[src/rtl/slave_port.sv]
// slave_port: responder end of the serial system bus.
// Deserialises a bit-serial address/write-data request, performs single-cycle
// accesses on a local synchronous memory port and serialises read data back,
// with incrementing bursts in both directions.
module slave_port #(
  parameter int unsigned ADDR_WIDTH = 12,
  parameter int unsigned DATA_WIDTH = 8
) (
  input  logic                  clk,
  input  logic                  rst,
  input  logic                  master_valid,
  input  logic                  master_ready,
  input  logic                  read_en,
  input  logic                  write_en,
  input  logic                  tx_address,
  input  logic                  tx_data,
  input  logic                  tx_burst,
  output logic                  slave_ready,
  output logic                  slave_valid,
  output logic                  rx_data,
  output logic [ADDR_WIDTH-1:0] mem_addr,
  output logic [DATA_WIDTH-1:0] mem_wdata,
  output logic                  mem_we,
  output logic                  mem_re,
  input  logic [DATA_WIDTH-1:0] mem_rdata,
  output logic                  txn_done
);

  localparam int unsigned MAX_W = (ADDR_WIDTH > DATA_WIDTH) ? ADDR_WIDTH : DATA_WIDTH;
  localparam int unsigned CNT_W = $clog2(MAX_W + 1);
  localparam logic [CNT_W-1:0] ADDR_LAST = CNT_W'(ADDR_WIDTH - 1);
  localparam logic [CNT_W-1:0] DATA_LAST = CNT_W'(DATA_WIDTH - 1);
  localparam logic [CNT_W-1:0] CNT_ONE   = CNT_W'(1);
  localparam logic [ADDR_WIDTH-1:0] ADDR_ONE = ADDR_WIDTH'(1);

  typedef enum logic [2:0] {
    S_IDLE,
    S_ADDR,
    S_WDATA,
    S_WRITE,
    S_RMEM,
    S_RLOAD,
    S_RDATA
  } state_e;

  state_e                state_q, state_d;
  logic                  is_wr_q, is_wr_d;
  logic [ADDR_WIDTH-1:0] addr_q, addr_d;
  logic [DATA_WIDTH-1:0] wdata_q, wdata_d;
  logic [DATA_WIDTH-1:0] rshift_q, rshift_d;
  logic [CNT_W-1:0]      cnt_q, cnt_d;
  logic                  burst_q, burst_d;
  logic                  done_q, done_d;

  logic req_acc;
  logic rd_acc;

  // Handshake flags and memory-side outputs, all decoded from registered state.
  assign slave_ready = (state_q == S_IDLE) || (state_q == S_ADDR) || (state_q == S_WDATA);
  assign slave_valid = (state_q == S_RDATA);
  assign rx_data     = slave_valid & rshift_q[DATA_WIDTH-1];
  assign mem_addr    = addr_q;
  assign mem_wdata   = wdata_q;
  assign mem_we      = (state_q == S_WRITE);
  assign mem_re      = (state_q == S_RMEM);
  assign txn_done    = done_q;

  assign req_acc = master_valid & slave_ready;
  assign rd_acc  = slave_valid & master_ready;

  // Next-state, shift-register and counter logic.
  always_comb begin
    state_d  = state_q;
    is_wr_d  = is_wr_q;
    addr_d   = addr_q;
    wdata_d  = wdata_q;
    rshift_d = rshift_q;
    cnt_d    = cnt_q;
    burst_d  = burst_q;
    done_d   = 1'b0;

    case (state_q)
      S_IDLE: begin
        if (req_acc && (read_en ^ write_en)) begin
          is_wr_d   = write_en;
          addr_d    = '0;
          addr_d[0] = tx_address;
          if (ADDR_WIDTH == 1) begin
            cnt_d   = '0;
            state_d = write_en ? S_WDATA : S_RMEM;
          end else begin
            cnt_d   = CNT_ONE;
            state_d = S_ADDR;
          end
        end
      end

      S_ADDR: begin
        if (req_acc) begin
          addr_d    = addr_q << 1;
          addr_d[0] = tx_address;
          if (cnt_q == ADDR_LAST) begin
            cnt_d   = '0;
            state_d = is_wr_q ? S_WDATA : S_RMEM;
          end else begin
            cnt_d = cnt_q + CNT_ONE;
          end
        end
      end

      S_WDATA: begin
        if (req_acc) begin
          wdata_d    = wdata_q << 1;
          wdata_d[0] = tx_data;
          if (cnt_q == DATA_LAST) begin
            cnt_d   = '0;
            burst_d = tx_burst;
            done_d  = 1'b1;
            state_d = S_WRITE;
          end else begin
            cnt_d = cnt_q + CNT_ONE;
          end
        end
      end

      S_WRITE: begin
        burst_d = 1'b0;
        if (burst_q) begin
          addr_d  = addr_q + ADDR_ONE;
          state_d = S_WDATA;
        end else begin
          state_d = S_IDLE;
        end
      end

      S_RMEM: begin
        state_d = S_RLOAD;
      end

      S_RLOAD: begin
        rshift_d = mem_rdata;
        cnt_d    = '0;
        state_d  = S_RDATA;
      end

      S_RDATA: begin
        if (rd_acc) begin
          rshift_d = rshift_q << 1;
          if (cnt_q == DATA_LAST) begin
            cnt_d  = '0;
            done_d = 1'b1;
            if (tx_burst) begin
              addr_d  = addr_q + ADDR_ONE;
              state_d = S_RMEM;
            end else begin
              state_d = S_IDLE;
            end
          end else begin
            cnt_d = cnt_q + CNT_ONE;
          end
        end
      end

      default: begin
        state_d = S_IDLE;
      end
    endcase
  end

  // State and datapath registers; reset aborts any transaction in flight.
  always_ff @(posedge clk or posedge rst) begin
    if (rst) begin
      state_q  <= S_IDLE;
      is_wr_q  <= 1'b0;
      addr_q   <= '0;
      wdata_q  <= '0;
      rshift_q <= '0;
      cnt_q    <= '0;
      burst_q  <= 1'b0;
      done_q   <= 1'b0;
    end else begin
      state_q  <= state_d;
      is_wr_q  <= is_wr_d;
      addr_q   <= addr_d;
      wdata_q  <= wdata_d;
      rshift_q <= rshift_d;
      cnt_q    <= cnt_d;
      burst_q  <= burst_d;
      done_q   <= done_d;
    end
  end

endmodule

[config.mk]
export PLATFORM = sky130hd
export DESIGN_NAME = slave_port
export DESIGN_NICKNAME = d
export VERILOG_FILES = /design/src/rtl/slave_port.sv
export SDC_FILE = /design/constraint.sdc
export NUM_CORES = 1
export LEC_CHECK = 0
export BUFFER_PORTS_ARGS = -buffer_cell sky130_fd_sc_hd__buf_2
export CORE_MARGIN = 1
export CORE_UTILIZATION = 50
export CTS_CLUSTER_SIZE = 10
export DETAILED_ROUTE_END_ITERATION = 8
export PLACE_DENSITY = 0.73
export SLEW_MARGIN = 15
export SYNTH_ARGS = -nofsm -noshare
export SYNTH_HDL_FRONTEND = slang
export SYNTH_SLANG_ARGS = --single-unit
[constraint.sdc]
create_clock -name clk -period 4.77 [get_ports clk]
set_clock_uncertainty 0.2 [all_clocks]
set_input_delay 0.7155 -clock clk [delete_from_list [all_inputs] [get_ports clk]]
set_output_delay 0.7155 -clock clk [all_outputs]
set_load 0.02 [all_outputs]
==> qor.yml <==
hold_path:
  hp-class: "register to register"
power_and_ir_drop:
  seqPwrFrac_pct: 37.2
  p_per_area_mw_per_mm2: 602
  clkPwrFrac_pct: 14.6
  p_int_w: 0.000854
  p_total_w: 0.00155
  comb_power_share_pct: 48.2
  irDropWorstVdd_uv: 390
  switching_share_pct: 45.0
  leakagePower_nw: 1.16
  switchingPower_w: 0.000700
yosys:
  async_flop_share_pct: 100
  seq_area_frac_synth_pct: 41.7
  syn-instance-count: 232
  synth_nets: 251
  ys.flop_type: "dfrtp_1"
  yosysWarnings: 0
  synth_area_leaders: "dfrtp_1 (42%), mux2_2 (4.9%), mux2i_1 (3.9%), o21ai_0 (3.3%), o221ai_1 (3.1%)"
  synth.most_common_cell: "dfrtp_1"
  yosys-top-cells-count: "dfrtp_1 (38), nand2_1 (18), o21ai_0 (15), inv_1 (13), mux2_2 (10)"
  yosysTopAreaCell: "dfrtp_1"
  synth_enable_flop_cells: 0
  netlist_area_mm2: 0.00228
  ys_ff_latch: 38
  synth_top_area_share_pct: 41.7
  ys_types: 56
  syn_area_per_cell_um2: 9.83
floorplanning:
  dieArea_mm2: 0.00484
  core-area_mm2: 0.00438
  die_x_um: 69.5
  die_h_um: 69.5
  start_util_pct: 52.0
  io_pins: 43
  placementRows: 24
layout:
  final.fill_count: 408
  seq_area_um2: 951
  drive_gt1_share_pct: 23.9
  fin_nets: 286
  areaGrowthSynthToFinish_pct: 13.2
  diodes: 0
  multiInputGateArea_mm2: 0.00120
run:
  cap_violations: 0
timing:
  slew_headroom_pct: 40.4
  slew_violations: 0
  worst_slew_pin_slew_ns: 0.892
  post-route-min-period_ns: 3.00
  grt_setup_unrepaired: "false"
  fmax_mhz: 334
  setup_tns_ns: 0
  finalSetupViolCount: 0
  hold_viol_final: 0
  min_period_over_period_pct: 62.8
global_routing:
  antenna_found_initial: 0
  first_global_vias: 1796
  grt_max_degree: 39
  grt_pass1_wl_um: 8470
  track_usage_pct: 21.9
  use_met3_pct: 5.09
  use_met2_pct: 31.6
  grt.busiest_layer: "met1"
  use_met1_pct: 32.7
  grt_overflow_total: 0
worst_setup_path:
  worstPathArrival_ns: 2.08
  crit_path_end_kind: "output pin"
  cp-start-kind: "register"
  path_class: "register to output pin"
  crit_fanout: 21
  crit_required_ns: 3.85
clock_network:
  cts_made_buffers: 5
  cts_tree: "done"
  ctsHoldBuffers: 0
  cts_sinks: 38
  ctsResizeCount: 0
  path_clk_slew_ns: 0.07
  cts-root-buf: "clkbuf_8"
  cts_setup_buffers: 0
  worstSkewPairLatency_ns: 0.29
  htreeDepth: 2
  clk_path_buf_depth: 2
route:
  via_per_inst: 6.22
  drc_errors: 0
  dr.pass1.iters: 4
  vias: 1991
  wl_um: 5060
  drtAntennaViolNets: 0
  wl_per_cell_um: 15.8
  first_iter_violations: 133
placement:
  gp_congestion: 0.834
  place_hpwl_um: 3560
  port-buffer-count: 42
run_status:
  outcome: "finished, final reports clean"
## layout by cell type, fill, tap and decap left out, drive strengths merged, types with 3 or more instances in the layout
| cell type | netlist | routed |
|---|---|---|
| buf | 11 | 43 |
| dfrtp | 38 | 38 |
| nand2 | 18 | 18 |
| o21ai | 15 | 15 |
| inv | 13 | 13 |
| mux2 | 10 | 10 |
| a21oi | 10 | 10 |
| nor2 | 9 | 9 |
| mux2i | 9 | 9 |
| o221ai | 8 | 8 |
| nand3 | 7 | 7 |
| clkbuf | 4 | 7 |
| a32o | 6 | 6 |
| nor3 | 5 | 5 |
| nand2b | 4 | 4 |
| a221o | 4 | 4 |
| a22o | 4 | 4 |
| o41ai | 4 | 4 |
| and3b | 3 | 3 |
| nand4 | 3 | 3 |
| and2 | 3 | 3 |
| a32oi | 3 | 3 |
| o2bb2ai | 3 | 3 |
| o22ai | 3 | 3 |
## metrics by stage
stage	hold WS, ns	utilization (%)	cell area, um2	std cells	setup slack, ns
after floorplan	0.242	-	2280	232	2.53
after global placement	0.264	56.8	2490	312	2.15
after detailed placement	0.271	56.8	2490	312	2.09
after CTS	0.292	58.9	2580	320	1.78
after global routing	0.314	58.9	2580	320	1.57
final	0.287	58.9	2580	320	1.77
## per-layer routing
metal  up-vias  part of all wire [%]
met4         0                   1.0
met1       966                    50
li1        970                     -
met3         5                   4.3
met5         -                     0
met2        50                    44
## sequential cells by signal, indices dropped and copies added (netlist names)
name,count
mem_addr,12
mem_wdata,8
rshift_q,8
cnt_q,4
state_q,3
burst_q,1
is_wr_q,1
txn_done,1
## logic make-up (layout without fill, tap and decap cells)
group | Yosys count | after routing | share of synthesized area, %
AO/OA/AOI/OAI | 81 | 81 | 27.8
adder cells (fa/ha/maj) | 2 | 2 | 1.10
multiplexers | 19 | 19 | 8.89
flip-flops | 38 | 38 | 41.7
AND/OR/NAND/NOR | 61 | 61 | 14.3
XOR/XNOR | 2 | 2 | 0.768
buffers and inverters | 29 | 65 | 5.49
## power by group through the flow
stage | clock network [W] | registers, W | logic [W]
CTS | 0.000233 | 0.000576 | 0.000747
floorplan | 0 | 0.000559 | 0.000595
detailed placement | 0 | 0.000581 | 0.000745
global route | 0.000248 | 0.000599 | 0.000819
global placement | 0 | 0.000578 | 0.000734
finish | 0.000228 | 0.000578 | 0.000749
## final timing paths
check,to,start,depth (start not counted),slack [ns]
worst max-delay path,slave_valid,state_q[1],4,1.77
worst min-delay path,rshift_q[3],rshift_q[3],2,0.29
worst max register to register,mem_addr[1],state_q[1],4,2.19
worst min register to register,rshift_q[3],rshift_q[3],2,0.29
max in group asynchronous,state_q[1],rst,3,3.71
min in group asynchronous,rshift_q[2],rst,3,0.33
## worst max-delay path, cell delays in order (launching register included)
cell	delay (ns)
dfrtp_1	0.72
nor2b_1	0.44
nand2_1	0.34
inv_1	0.12
buf_2	0.17
## layout make-up
cell class | instances | area share [%]
clock buffers | 7 | 3.34
clock inverters | 1 | 0.194
inverters | 14 | 2.03
multi-input cells | 165 | 46.7
flip-flops and latches | 38 | 36.8
well taps | 52 | 2.52
repair buffers | 43 | 8.43
No activity file was read; power rests on OpenSTA's default activity.
